--- src/rtl/hamming_dist_seq_pkg.sv ---
// Shared types and sizing helpers for the sequential Hamming-distance engine.
package ham_pkg;

    typedef enum logic [1:0] {
        IDLE  = 2'd0,
        COUNT = 2'd1,
        DONE  = 2'd2
    } ham_state_e;

    localparam int DEF_WIDTH = 32;
    localparam int DEF_CHUNK = 4;

    // Enough bits to hold a distance of exactly WIDTH.
    function automatic int res_width(input int width);
        return $clog2(width) + 1;
    endfunction

endpackage

--- src/rtl/hamming_dist_seq_if.sv ---
// Request/response bundle between the execute stage and the Hamming-distance engine.
interface hamming_dist_seq_if
    import ham_pkg::*;
#(
    parameter int WIDTH = DEF_WIDTH
) ();

    logic                          start;
    logic [WIDTH-1:0]              src1;
    logic [WIDTH-1:0]              src2;
    logic                          busy;
    logic                          done;
    logic [res_width(WIDTH)-1:0]   ham_out;

    modport master (
        output start, src1, src2,
        input  busy, done, ham_out
    );

    modport slave (
        input  start, src1, src2,
        output busy, done, ham_out
    );

endinterface

--- src/rtl/hamming_dist_seq_chunk_popcount.sv ---
// Combinational population count of one CHUNK-bit slice, built as a ripple of small adds.
module chunk_popcount #(
    parameter int CHUNK = 4,
    parameter int CW    = $clog2(CHUNK) + 1
) (
    input  logic [CHUNK-1:0] bits,
    output logic [CW-1:0]    count
);

    for (genvar gi = 0; gi < CHUNK; gi++) begin : g_sum
        logic [CW-1:0] s;
        if (gi == 0) begin : g_first
            assign s = CW'(bits[0]);
        end else begin : g_rest
            assign s = g_sum[gi-1].s + CW'(bits[gi]);
        end
    end

    assign count = g_sum[CHUNK-1].s;

endmodule

--- src/rtl/hamming_dist_seq.sv ---
// Multi-cycle Hamming distance: shifts src1^src2 right CHUNK bits per cycle and accumulates
// each slice's popcount; optionally stops once the remaining difference bits are all zero.
module hamming_dist_seq
    import ham_pkg::*;
#(
    parameter int WIDTH      = DEF_WIDTH,
    parameter int CHUNK      = DEF_CHUNK,
    parameter bit EARLY_EXIT = 1'b1
) (
    input  logic               clk,
    input  logic               rst,
    hamming_dist_seq_if.slave  bus
);

    localparam int N        = WIDTH / CHUNK;
    localparam int RW       = res_width(WIDTH);
    localparam int CW       = $clog2(CHUNK) + 1;
    localparam int IDXW     = (N > 1) ? $clog2(N) : 1;
    localparam logic [IDXW-1:0] IDX_LAST = IDXW'(N - 1);

    ham_state_e        state_reg, state_next;
    logic [WIDTH-1:0]  diff_reg,  diff_next;
    logic [RW-1:0]     acc_reg,   acc_next;
    logic [RW-1:0]     ham_reg,   ham_next;
    logic [IDXW-1:0]   idx_reg,   idx_next;

    logic [CW-1:0]     chunk_cnt;
    logic [RW-1:0]     sum;

    chunk_popcount #(.CHUNK(CHUNK), .CW(CW)) u_popcount (
        .bits  (diff_reg[CHUNK-1:0]),
        .count (chunk_cnt)
    );

    assign sum = acc_reg + RW'(chunk_cnt);

    always_ff @(posedge clk) begin
        if (rst) begin
            state_reg <= IDLE;
            diff_reg  <= '0;
            acc_reg   <= '0;
            ham_reg   <= '0;
            idx_reg   <= '0;
        end else begin
            state_reg <= state_next;
            diff_reg  <= diff_next;
            acc_reg   <= acc_next;
            ham_reg   <= ham_next;
            idx_reg   <= idx_next;
        end
    end

    always_comb begin
        state_next = state_reg;
        diff_next  = diff_reg;
        acc_next   = acc_reg;
        ham_next   = ham_reg;
        idx_next   = idx_reg;
        case (state_reg)
            IDLE, DONE: begin
                if (bus.start) begin
                    state_next = COUNT;
                    diff_next  = bus.src1 ^ bus.src2;
                    acc_next   = '0;
                    idx_next   = '0;
                end else if (state_reg == DONE) begin
                    state_next = IDLE;
                end
            end
            COUNT: begin
                // The zero-remainder exit wins over the chunk counter.
                if (EARLY_EXIT && (diff_reg == '0)) begin
                    state_next = DONE;
                    ham_next   = acc_reg;
                end else begin
                    acc_next  = sum;
                    diff_next = diff_reg >> CHUNK;
                    if (idx_reg == IDX_LAST) begin
                        state_next = DONE;
                        ham_next   = sum;
                    end else begin
                        idx_next = idx_reg + 1'b1;
                    end
                end
            end
            default: state_next = IDLE;
        endcase
    end

    assign bus.busy    = (state_reg == COUNT);
    assign bus.done    = (state_reg == DONE);
    assign bus.ham_out = ham_reg;

endmodule

--- src/flat_wrapper.sv ---
// flat-port wrapper written by rule: the top's interface ports become plain ports
module hamming_dist_seq_flat import ham_pkg::*;
#(
    parameter int WIDTH      = DEF_WIDTH,
    parameter int CHUNK      = DEF_CHUNK,
    parameter bit EARLY_EXIT = 1'b1
)
  (clk, rst, bus_start, bus_src1, bus_src2, bus_busy, bus_done, bus_ham_out);
  hamming_dist_seq_if #(.WIDTH(WIDTH)) bus_i ();
  input  logic clk;
  input  logic rst;
  input wire logic [$bits(bus_i.start)-1:0] bus_start;
  input wire logic [$bits(bus_i.src1)-1:0] bus_src1;
  input wire logic [$bits(bus_i.src2)-1:0] bus_src2;
  output wire logic [$bits(bus_i.busy)-1:0] bus_busy;
  output wire logic [$bits(bus_i.done)-1:0] bus_done;
  output wire logic [$bits(bus_i.ham_out)-1:0] bus_ham_out;
  assign bus_i.start = bus_start;
  assign bus_i.src1 = bus_src1;
  assign bus_i.src2 = bus_src2;
  assign bus_busy = bus_i.busy;
  assign bus_done = bus_i.done;
  assign bus_ham_out = bus_i.ham_out;
  hamming_dist_seq #(.WIDTH(WIDTH), .CHUNK(CHUNK), .EARLY_EXIT(EARLY_EXIT)) u_core (.clk(clk), .rst(rst), .bus(bus_i));
endmodule
--- config.mk ---
export PLATFORM = sky130hd
export DESIGN_NAME = hamming_dist_seq_flat
export DESIGN_NICKNAME = d
export VERILOG_FILES = /design/src/rtl/hamming_dist_seq_pkg.sv /design/src/rtl/hamming_dist_seq_if.sv /design/src/rtl/hamming_dist_seq_chunk_popcount.sv /design/src/rtl/hamming_dist_seq.sv /design/src/flat_wrapper.sv
export SDC_FILE = /design/constraint.sdc
export NUM_CORES = 1
export LEC_CHECK = 0
export BUFFER_PORTS_ARGS = -buffer_cell sky130_fd_sc_hd__buf_2
export CAP_MARGIN = 40
export CORE_ASPECT_RATIO = 1.1
export CORE_MARGIN = 4
export CORE_UTILIZATION = 40
export DETAILED_ROUTE_END_ITERATION = 12
export GPL_ROUTABILITY_DRIVEN = 0
export PLACE_DENSITY_LB_ADDON = 0.3
export SKIP_CTS_REPAIR_TIMING = 1
export SYNTH_ARGS = -nofsm -noshare
export SYNTH_HDL_FRONTEND = slang
export SYNTH_SLANG_ARGS = --single-unit
--- constraint.sdc ---
create_clock -name clk -period 2.3 [get_ports clk]
set_input_delay 0.46 -clock clk [delete_from_list [all_inputs] [get_ports clk]]
set_output_delay 0.46 -clock clk [all_outputs]
set_load 0.02 [all_outputs]
==> results of run 1 <==
-- metrics by stage --
step | setup TNS (ps) | utilization | std cells
2_1_floorplan | -120.6 | - | 359
3_3_place_gp | -529.2 | 0.4832 | 501
3_5_place_dp | -877.2 | 0.4832 | 501
4_1_cts | -1078 | 0.5021 | 509
5_1_grt | -1640 | 0.5263 | 512
6_report | -642.4 | 0.5263 | 512
-- power by group through the flow --
stage / sequential, mW / combinational (mW) / clock [mW]
floorplan: 0.986 / 0.387 / 0
global placement: 1.00 / 0.538 / 0
detailed placement: 1.00 / 0.547 / 0
CTS: 0.984 / 0.549 / 0.750
global route: 0.994 / 0.657 / 0.778
finish: 0.986 / 0.585 / 0.740
-- synthesized netlist by cell type (2+ instances only) --
library cell,n
a21o_1,3
a21oi_1,42
a31oi_1,4
buf_2,7
clkbuf_1,22
dfxtp_1,49
fa_1,2
ha_1,8
inv_1,11
nand2_1,40
nand2b_1,5
nand3_1,43
nand3b_1,2
nand4_1,2
nand4_2,2
nand4b_1,3
nor2_1,5
nor2b_1,2
nor3_1,2
nor4_2,4
nor4_4,2
o211ai_1,7
o21a_1,4
o21ai_0,9
o221ai_1,27
or3_1,2
xnor2_1,30
xor2_1,4
-- layer usage --
| metal | share of wire | wire [µm] | vias to the layer above |
|---|---|---|---|
| li1 | - | - | 1442 |
| met1 | 0.43 | 3350 | 1413 |
| met2 | 0.51 | 3991 | 89 |
| met3 | 0.049 | 387 | 14 |
| met4 | 0.014 | 106 | 0 |
| met5 | 0 | 0 | - |
-- worst register-to-register path, delay by kind of cell (launching register included) --
family | cells | cell delay [ps]
flip-flops | 1 | 340
AND/OR/NAND/NOR | 1 | 80
adder cells (fa/ha/maj) | 4 | 1270
XOR/XNOR | 1 | 120
buffers and inverters | 3 | 110
AO/OA/AOI/OAI | 3 | 430
-- cell families (layout without fill, tap and decap cells) --
logic type,count (synthesis),count (layout),synth area share
AOI/OAI and AO/OA,105,105,0.2367
xor gates and xnor gates,34,34,0.1008
adders and majority gates,10,10,0.04742
buffers and inverters,43,111,0.06012
DFF,49,49,0.3319
muxes,1,1,0.003387
and+or+nand+nor,117,117,0.2197
-- layout by cell type, fill, tap and decap left out, types with 3 or more instances in the layout --
| cell | Yosys | routed |
|---|---|---|
| clkbuf_8 | 0 | 5 |
| buf_2 | 7 | 74 |
| nor4_2 | 4 | 4 |
| a21o_1 | 3 | 3 |
| dfxtp_1 | 49 | 47 |
| nor2_1 | 5 | 5 |
| nand2b_1 | 5 | 4 |
| a31oi_1 | 4 | 4 |
| xnor2_1 | 30 | 29 |
| o211ai_1 | 7 | 7 |
| nand4b_1 | 3 | 3 |
| ha_1 | 8 | 3 |
| nand2_1 | 40 | 39 |
| ha_4 | 0 | 5 |
| o21ai_0 | 9 | 6 |
| xor2_1 | 4 | 4 |
| inv_2 | 1 | 6 |
| a21oi_1 | 42 | 38 |
| nand3_1 | 43 | 41 |
| inv_1 | 11 | 6 |
| o221ai_1 | 27 | 27 |
| o21a_1 | 4 | 4 |
| buf_4 | 0 | 14 |
| o21ai_1 | 0 | 3 |
| buf_6 | 1 | 3 |
-- final timing paths --
check | from | to | slack, ps | cells after the start
max | u_core.diff_reg[1] | u_core.bus.ham_out[4] | -140 | 12
min | bus_src1[31] | u_core.diff_reg[31] | 440 | 4
max reg2reg | u_core.diff_reg[1] | u_core.bus.ham_out[4] | -140 | 12
min reg2reg | u_core.bus.ham_out[1] | u_core.bus.ham_out[1] | 480 | 2
-- area by class of cell --
cell class,instances,area (µm²)
Clock buffer,5,68.82
Clock inverter,3,65.06
Sequential cell,49,983.4
Inverter,12,45.04
Timing Repair Buffer,91,509.2
Tap cell,85,106.4
Multi-Input combinational cell,267,1952
Fill cell,693,3357
==> run_results.csv, run 1 <==
group,metric,value,unit
global_route,grt_pass1_vias,2838,
critical_path,critPathBufInv,3,
route,wirelength,7.835,mm
layout,design_area,3730,µm²
pwr,power_per_cell_area,619.6,nW/µm²
sta,slew_violations,0,
logic_synthesis,netlist.area_leader.share,0.3319,
logic_synthesis,ys_ff_latch,49,
floorplanning,ios,75,
route,vias,2958,
clock_tree,clock_latency,310,ps
floorplanning,start_util,0.4170,
pwr,p_clk_frac,0.320,
route,vias_per_cell,5.777,
critical_path,critPathCaptureType,"flop",
global_route,grtUsageTotal,0.1728,
clock_tree,cts-root-buf,"clkbuf_8",
outcome,violations,"negative setup slack",
sta,timing.fmax,409.1,MHz
layout,largest_register_ffs,32,
logic_synthesis,synth-main-ff-cell,"dfxtp_1",
logic_synthesis,ys_seq_area_frac,0.3319,
sta,whs,437.8,ps
route,wl_per_cell,15.30,µm
route,drc_errors,0,
critical_path,cp_max_fo,2,
global_route,grtUsageMet3,0.02542,
critical_path,cp.required,2530,ps
pwr,p_switching,0.6995,mW
clock_tree,numCtsBuffers,5,
floorplanning,row_count,32,
sta,max-slew-margin-rel,0.5372,
clock_tree,clk_pin_slew,100,ps
critical_path,cp_slowest_cell,"fa_2",
clock_tree,clock_path_buffers,2,
pwr,power_leakage,1.433,nW
clock_tree,h-tree-depth,2,
pwr,totalPowerFinal,2.311,mW
placement,dp_slack,-214.6,ps
clock_tree,clock-sinks,49,
pwr,netSwitchingFraction,0.3027,
floorplanning,die_h,98.15,µm
logic_synthesis,async_flop_share,0,
logic_synthesis,syn_inst,359,
floorplanning,coreArea,7087,µm²
sta,period_share,1.063,
critical_path,path_common_cell,"inv_2",
layout,area_growth_syn_to_layout,26.21,%
global_route,met2_usage,0.3218,
route,postRouteAntennaNets,0,
layout,antennaDiodeCount,0,
sta,timing.final.ws_setup,-144.7,ps
placement,dpl-instance-area,3425,µm²
sta,fin_skew,9.638,ps
layout,final_net_count,503,
logic_synthesis,ys_top_cells_by_area,"dfxtp_1 33%, xnor2_1 8.9%, o221ai_1 8.0%, nand3_1 7.3%, a21oi_1 7.1%",
logic_synthesis,synth_cell_types,44,
outcome,status,"finished with violations",
sta,fin_crit,2445,ps
pwr,ir_drop,0.3333,mV
route,drt_iter0_markers,148,
global_route,busiest_layer,"met2",
critical_path,cp.arrival,2670,ps
critical_path,worstPathCellList,"inv_2, ha_4, inv_2, fa_2, inv_2, ha_4, fa_2, a21o_1, nand2_2, xnor2_2, o2111ai_2, o311ai_1",
global_route,antenna_found_initial,0,
logic_synthesis,syn_avg_cell_area,8.232,µm²
logic_synthesis,synth.net_count,436,
clock_tree,cts_tree,"done",
sta,setup_viol,6,
sta,rsz0062_at_grt,"true",
global_route,met1_usage,0.2092,
global_route,grt_overflow_total,0,
floorplanning,die_x,89.96,µm
logic_synthesis,synth_area_leader_cell,"dfxtp_1",
placement,dp_hpwl,5.190,mm
layout,drive_above_1_share,0.3255,
sta,finalHoldViolations,0,
placement,port_buffers,74,
logic_synthesis,synth-edff-count,0,
floorplanning,die-area,8829,µm²
critical_path,cp-start-kind,"flop",
critical_path,critPathTopFamily,"adder cells",
route,drtPass1Iterations,4,
critical_path,path_class,"reg -> reg",
job,maxCapViolCount,0,
global_route,grt_first_pass_wirelength,13.01,mm
critical_path,slowest_delay,510,ps
logic_synthesis,yosysWarnings,0,
logic_synthesis,syn_area,2955,µm²
pwr,intPower,1.612,mW
pwr,p_comb_frac,0.253,
sta,tightest_slew,694.3,ps
global_route,grt_max_degree,64,
worst_hold_path,hold_path.class,"in -> reg",
pwr,p_seq_frac,0.427,
(Power assumes the default switching activity.)
==> run 2: changes to the inputs <==
--- a/config.mk
+++ b/config.mk
@@ -7,9 +7,11 @@
 export LEC_CHECK = 0
 export BUFFER_PORTS_ARGS = -buffer_cell sky130_fd_sc_hd__buf_2
 export CAP_MARGIN = 40
+export CELL_PAD_IN_SITES_DETAIL_PLACEMENT = 1
+export CELL_PAD_IN_SITES_GLOBAL_PLACEMENT = 2
 export CORE_ASPECT_RATIO = 1.1
 export CORE_MARGIN = 4
-export CORE_UTILIZATION = 40
+export CORE_UTILIZATION = 28
 export DETAILED_ROUTE_END_ITERATION = 12
 export GPL_ROUTABILITY_DRIVEN = 0
 export PLACE_DENSITY_LB_ADDON = 0.3
==> run 2 against run 1 <==
Against the previous run:
- utilization decreased by 16 points
- the flow still finishes with violations (negative setup slack)
- routed wire length increased by 17%
- largest cell class unchanged
- critical path depth unchanged
- non-clock buffer count unchanged
- hold slack improved by 27 ps
- setup slack got worse by 77 ps
- power increased by 2.0%
- clock skew decreased by 4.4 ps
- via count decreased by 1.8%
- clock-buffer cell count unchanged
- fmax decreased by 3.1%
- clock power increased by 0.8%
==> run_results.csv, run 2 (synthesized netlist as in run 1, its figures left out) <==
group,metric,value,unit
sta,timing.final.ws_setup,-221.7,ps
clock_tree,clock-sinks,49,
layout,mostFrequentLayoutCells,"74 x buf_2, 47 x dfxtp_1, 42 x nand3_1",
global_route,grtUsageTotal,0.1488,
critical_path,r2r_cells,12,
pwr,power_per_cell_area,618.7,nW/µm²
route,wl_per_cell,16.05,µm
route,drt_iter0_markers,151,
pwr,p_comb_frac,0.265,
global_route,met1_usage,0.1898,
critical_path,path_class,"reg -> reg",
sta,timing.fmax,396.6,MHz
layout,area_growth_syn_to_layout,28.92,%
critical_path,rrSetupSlack,-220,ps
clock_tree,clock_path_buffers,2,
outcome,status,"finished with violations",
clock_tree,numCtsBuffers,5,
pwr,netSwitchingFraction,0.3225,
clock_tree,clock_latency,290,ps
layout,final_common_cell,"buf_2",
global_route,grt_pass1_vias,3074,
route,wirelength,9.147,mm
pwr,ir_drop,0.3002,mV
route,vias_per_cell,5.095,
sta,rsz0062_at_grt,"true",
pwr,power_leakage,1.444,nW
critical_path,r2r-start,"u_core.diff_reg[0]",
sta,setup_viol,9,
sta,max-slew-margin-rel,0.5074,
critical_path,critPathLaunch,"u_core.diff_reg[0]",
floorplanning,die_x,106.0,µm
worst_hold_path,hold_path.class,"in -> reg",
layout,utilization,0.3683,
global_route,grt_first_pass_wirelength,14.97,mm
layout,antennaDiodeCount,0,
floorplanning,ios,75,
worst_hold_path,hold_path_depth,4,
critical_path,cp_max_fo,2,
clock_tree,cts-root-buf,"clkbuf_16",
clock_tree,cts_tree,"done",
layout,largest_register_ffs,32,
layout,drive_above_1_share,0.3232,
floorplanning,coreArea,10340,µm²
layout,final_net_count,503,
route,drc_errors,0,
critical_path,r2r_end,"u_core.bus.ham_out[4]",
sta,period_share,1.096,
clock_tree,clk_pin_slew,70,ps
global_route,met2_usage,0.2687,
global_route,grt_max_degree,64,
critical_path,cp-start-kind,"flop",
floorplanning,row_count,39,
sta,slew_violations,0,
critical_path,cp.required,2490,ps
worst_hold_path,min_from,"bus_src1[31]",
placement,port_buffers,74,
job,maxCapViolCount,0,
outcome,violations,"negative setup slack",
pwr,p_clk_frac,0.316,
sta,finalHoldViolations,0,
floorplanning,start_util,0.2857,
floorplanning,die-area,12260,µm²
worst_hold_path,holdPathEnd,"u_core.diff_reg[31]",
route,drtPass1Iterations,4,
pwr,p_switching,0.7603,mW
floorplanning,die_h,115.8,µm
pwr,intPower,1.597,mW
placement,dp_hpwl,6.115,mm
critical_path,cp.arrival,2710,ps
sta,fin_crit,2522,ps
global_route,busiest_layer,"met2",
critical_path,critPathCaptureType,"flop",
clock_tree,h-tree-depth,2,
sta,fin_skew,5.218,ps
sta,finalSetupTns,-962.8,ps
layout,fillers,1270,
global_route,grt_overflow_total,0,
pwr,p_seq_frac,0.419,
route,vias,2904,
global_route,grtUsageMet3,0.02507,
global_route,antenna_found_initial,0,
sta,tightest_slew,738.9,ps
route,postRouteAntennaNets,0,
## run 2: changes by cell type in the layout (fill, tap and decap cells not counted), sizes merged
| cell | change |
|---|---|
| bufinv | -2 |
| clkinv | +1 |
| clkinvlp | +1 |
## run 2: final cells by class
class,count,area (µm²),area share
Multi-Input combinational cell,267,1937,0.5084
Clock buffer,5,125.1,0.03284
Tap cell,143,178.9,0.04696
Sequential cell,49,983.4,0.2581
Timing Repair Buffer,91,523.0,0.1373
Inverter,12,45.04,0.01182
Clock inverter,3,17.52,0.004598
## run 2: power groups by stage
stage          Sequential [mW]  Clock [mW]  Combinational (mW)
4_1_cts                  0.986       0.764               0.587
6_report                 0.987       0.746               0.624
2_1_floorplan            0.986           0               0.387
3_5_place_dp              1.01           0               0.585
3_3_place_gp              1.00           0               0.575
5_1_grt                  0.996       0.795               0.701
## run 2: worst max-delay path, stage by stage, from the launching register on
cell and delay [ps]:
dfxtp_2 330, inv_2 40, ha_4 250, inv_2 30, fa_2 530, inv_2 50, ha_4 160, fa_2 360
a21o_1 180, nand2_2 90, xnor2_2 130, o2111ai_2 150, o311ai_1 130
## run 2: through the flow
step | cell area [µm²] | worst slack [ps] | cells | power, mW | hold WS [ps]
after floorplan | 2970 | -45.34 | 359 | 1.373 | 452.1
after global placement | 3530 | -181.9 | 560 | 1.580 | 471.3
after detailed placement | 3530 | -234.9 | 560 | 1.591 | 481.0
after CTS | 3672 | -245.8 | 568 | 2.338 | 464.8
after global routing | 3810 | -303.4 | 570 | 2.492 | 489.7
final | 3810 | -221.7 | 570 | 2.357 | 464.4
## run 2: worst max-delay path by stage
stage	end	slack, ps
2_1_floorplan	u_core.bus.ham_out[4]	-50
3_3_place_gp	u_core.bus.ham_out[3]	-180
3_5_place_dp	u_core.bus.ham_out[3]	-230
4_1_cts	u_core.bus.ham_out[3]	-250
5_1_grt	u_core.bus.ham_out[4]	-300
6_report	u_core.bus.ham_out[4]	-220
## run 2: metal layers
metal / vias up / wire length [µm]
met3: 11 / 326
met1: 1389 / 4191
met5: - / 0
met2: 60 / 4531
li1: 1444 / -
met4: 0 / 99
==> run 3: changes to the inputs <==
--- a/config.mk
+++ b/config.mk
@@ -11,7 +11,8 @@
 export CELL_PAD_IN_SITES_GLOBAL_PLACEMENT = 2
 export CORE_ASPECT_RATIO = 1.1
 export CORE_MARGIN = 4
-export CORE_UTILIZATION = 28
+export CORE_UTILIZATION = 29
+export CTS_BUF_LIST = sky130_fd_sc_hd__clkbuf_8
 export DETAILED_ROUTE_END_ITERATION = 12
 export GPL_ROUTABILITY_DRIVEN = 0
 export PLACE_DENSITY_LB_ADDON = 0.3
==> run 3 against run 2 <==
Against the previous run:
- the run still ends with negative setup slack left
- utilization up 0.99 points
- critical path depth up 1
- non-clock buffer count up 3
- power down 8.0%
- largest cell class unchanged
==> run_results.csv, run 3 (synthesized netlist as in run 1, its figures left out) <==
group,metric,value,unit
critical_path,path_class,"reg -> reg",
sta,max-slew-margin-rel,0.5504,
sta,timing.final.ws_setup,-176.5,ps
worst_hold_path,hold_path.class,"in -> reg",
sta,rsz0062_at_grt,"true",
clock_tree,cts_tree,"done",
layout,final_cells,550,
critical_path,cp.required,2490,ps
layout,design_area,3740,µm²
critical_path,cp.arrival,2670,ps
sta,slew_violations,0,
global_route,grt_first_pass_wirelength,14.80,mm
sta,period_share,1.077,
layout,mostFrequentLayoutCells,"74 x buf_2, 47 x dfxtp_1, 42 x nand3_1",
layout,antennaDiodeCount,0,
outcome,violations,"negative setup slack",
pwr,power_per_cell_area,580.0,nW/µm²
route,vias_per_cell,5.304,
route,wl_per_cell,15.74,µm
sta,timing.fmax,403.8,MHz
global_route,grt_max_degree,64,
sta,setup_viol,6,
placement,dp_hpwl,6.174,mm
clock_tree,numCtsBuffers,5,
route,wirelength,8.657,mm
floorplanning,die_h,113.9,µm
critical_path,cp_max_fo,2,
route,vias,2917,
pwr,power_leakage,1.433,nW
clock_tree,h-tree-depth,2,
floorplanning,start_util,0.2988,
layout,final_net_count,506,
route,drc_errors,0,
layout,area_growth_syn_to_layout,26.55,%
layout,largest_register_ffs,32,
clock_tree,clock_latency,310,ps
sta,fin_crit,2477,ps
placement,dpl-instance-area,3518,µm²
pwr,ir_drop,0.3119,mV
global_route,grt_pass1_vias,3024,
pwr,totalPowerFinal,2.169,mW
global_route,antenna_found_initial,0,
layout,drive_above_1_share,0.3233,
sta,tightest_slew,674.3,ps
layout,final_common_cell,"buf_2",
floorplanning,die_x,104.3,µm
floorplanning,coreArea,9889,µm²
job,maxCapViolCount,0,
critical_path,cp-start-kind,"flop",
sta,fin_skew,9.798,ps
sta,finalHoldViolations,0,
outcome,status,"finished with violations",
global_route,grt_overflow_total,0,
clock_tree,cts-root-buf,"clkbuf_8",
floorplanning,ios,75,
clock_tree,clk_pin_slew,100,ps
route,postRouteAntennaNets,0,
route,drt_iter0_markers,75,
placement,dp.cells,541,
placement,port_buffers,74,
clock_tree,clock_path_buffers,2,
route,drtPass1Iterations,4,
floorplanning,row_count,38,
floorplanning,die-area,11870,µm²
clock_tree,clock-sinks,49,
global_route,grtUsageTotal,0.1498,
critical_path,critPathCaptureType,"flop",
[run 3: cell types whose count changed in the layout (fill, tap and decap cells not counted), moves of 2 or more]
| cell | delta |
|---|---|
| buf_4 | +4 |
| clkbuf_16 | -5 |
| clkbuf_8 | +7 |
| o21ai_0 | +3 |
| o21ai_1 | -2 |
[run 3: path summary, 6_finish.rpt]
check | slack, ps | end | depth (start not counted) | startpoint
setup / recovery | -180 | u_core.acc_reg[4] | 13 | u_core.diff_reg[1]
hold / removal | 460 | u_core.diff_reg[31] | 4 | bus_src1[31]
hold reg to reg | 490 | u_core.bus.ham_out[1] | 2 | u_core.bus.ham_out[1]
setup reg to reg | -180 | u_core.acc_reg[4] | 13 | u_core.diff_reg[1]
[run 3: final cells by class]
class | count | area, µm²
Timing Repair Buffer | 94 | 533.0
Clock inverter | 1 | 5.005
Multi-Input combinational cell | 267 | 1927
Fill cell | 1217 | 6150
Tap cell | 120 | 150.1
Clock buffer | 7 | 96.34
Sequential cell | 49 | 983.4
Inverter | 12 | 45.04
[run 3: power breakdown]
part	internal, mW	switching, mW
combinational	0.278	0.332
sequential	0.915	0.0713
clock	0.273	0.300
total	1.47	0.703
[run 3: worst max-delay path, stage by stage, from the launching register on]
cell and delay [ps]:
dfxtp_2 350, inv_2 40, ha_4 250, inv_2 30, fa_2 520, inv_2 40
ha_4 150, fa_2 340, a21o_1 180, nand2_2 80, xnor2_2 90, buf_4 140
o211ai_1 70, nand2_1 70
[run 3: metrics by stage]
step                hold WS, ps    util  setup slack (ps)  TNS (ps)
floorplan                 452.1       -            -45.34    -120.6
global placement          470.6  0.3558            -153.3    -783.9
detailed placement        479.3  0.3558            -232.0     -1268
CTS                       448.7  0.3660            -256.2     -1479
global route              462.2  0.3782            -297.8     -1938
finish                    455.1  0.3782            -176.5    -711.2
[run 3: metal layers]
layer | vias to the layer above | routed length [µm] | global-route usage
li1 | 1453 | - | -
met1 | 1404 | 3990 | 0.1945
met2 | 55 | 4314 | 0.2666
met3 | 5 | 293 | 0.02490
met4 | 0 | 58 | 0.02482
met5 | - | 0 | 0
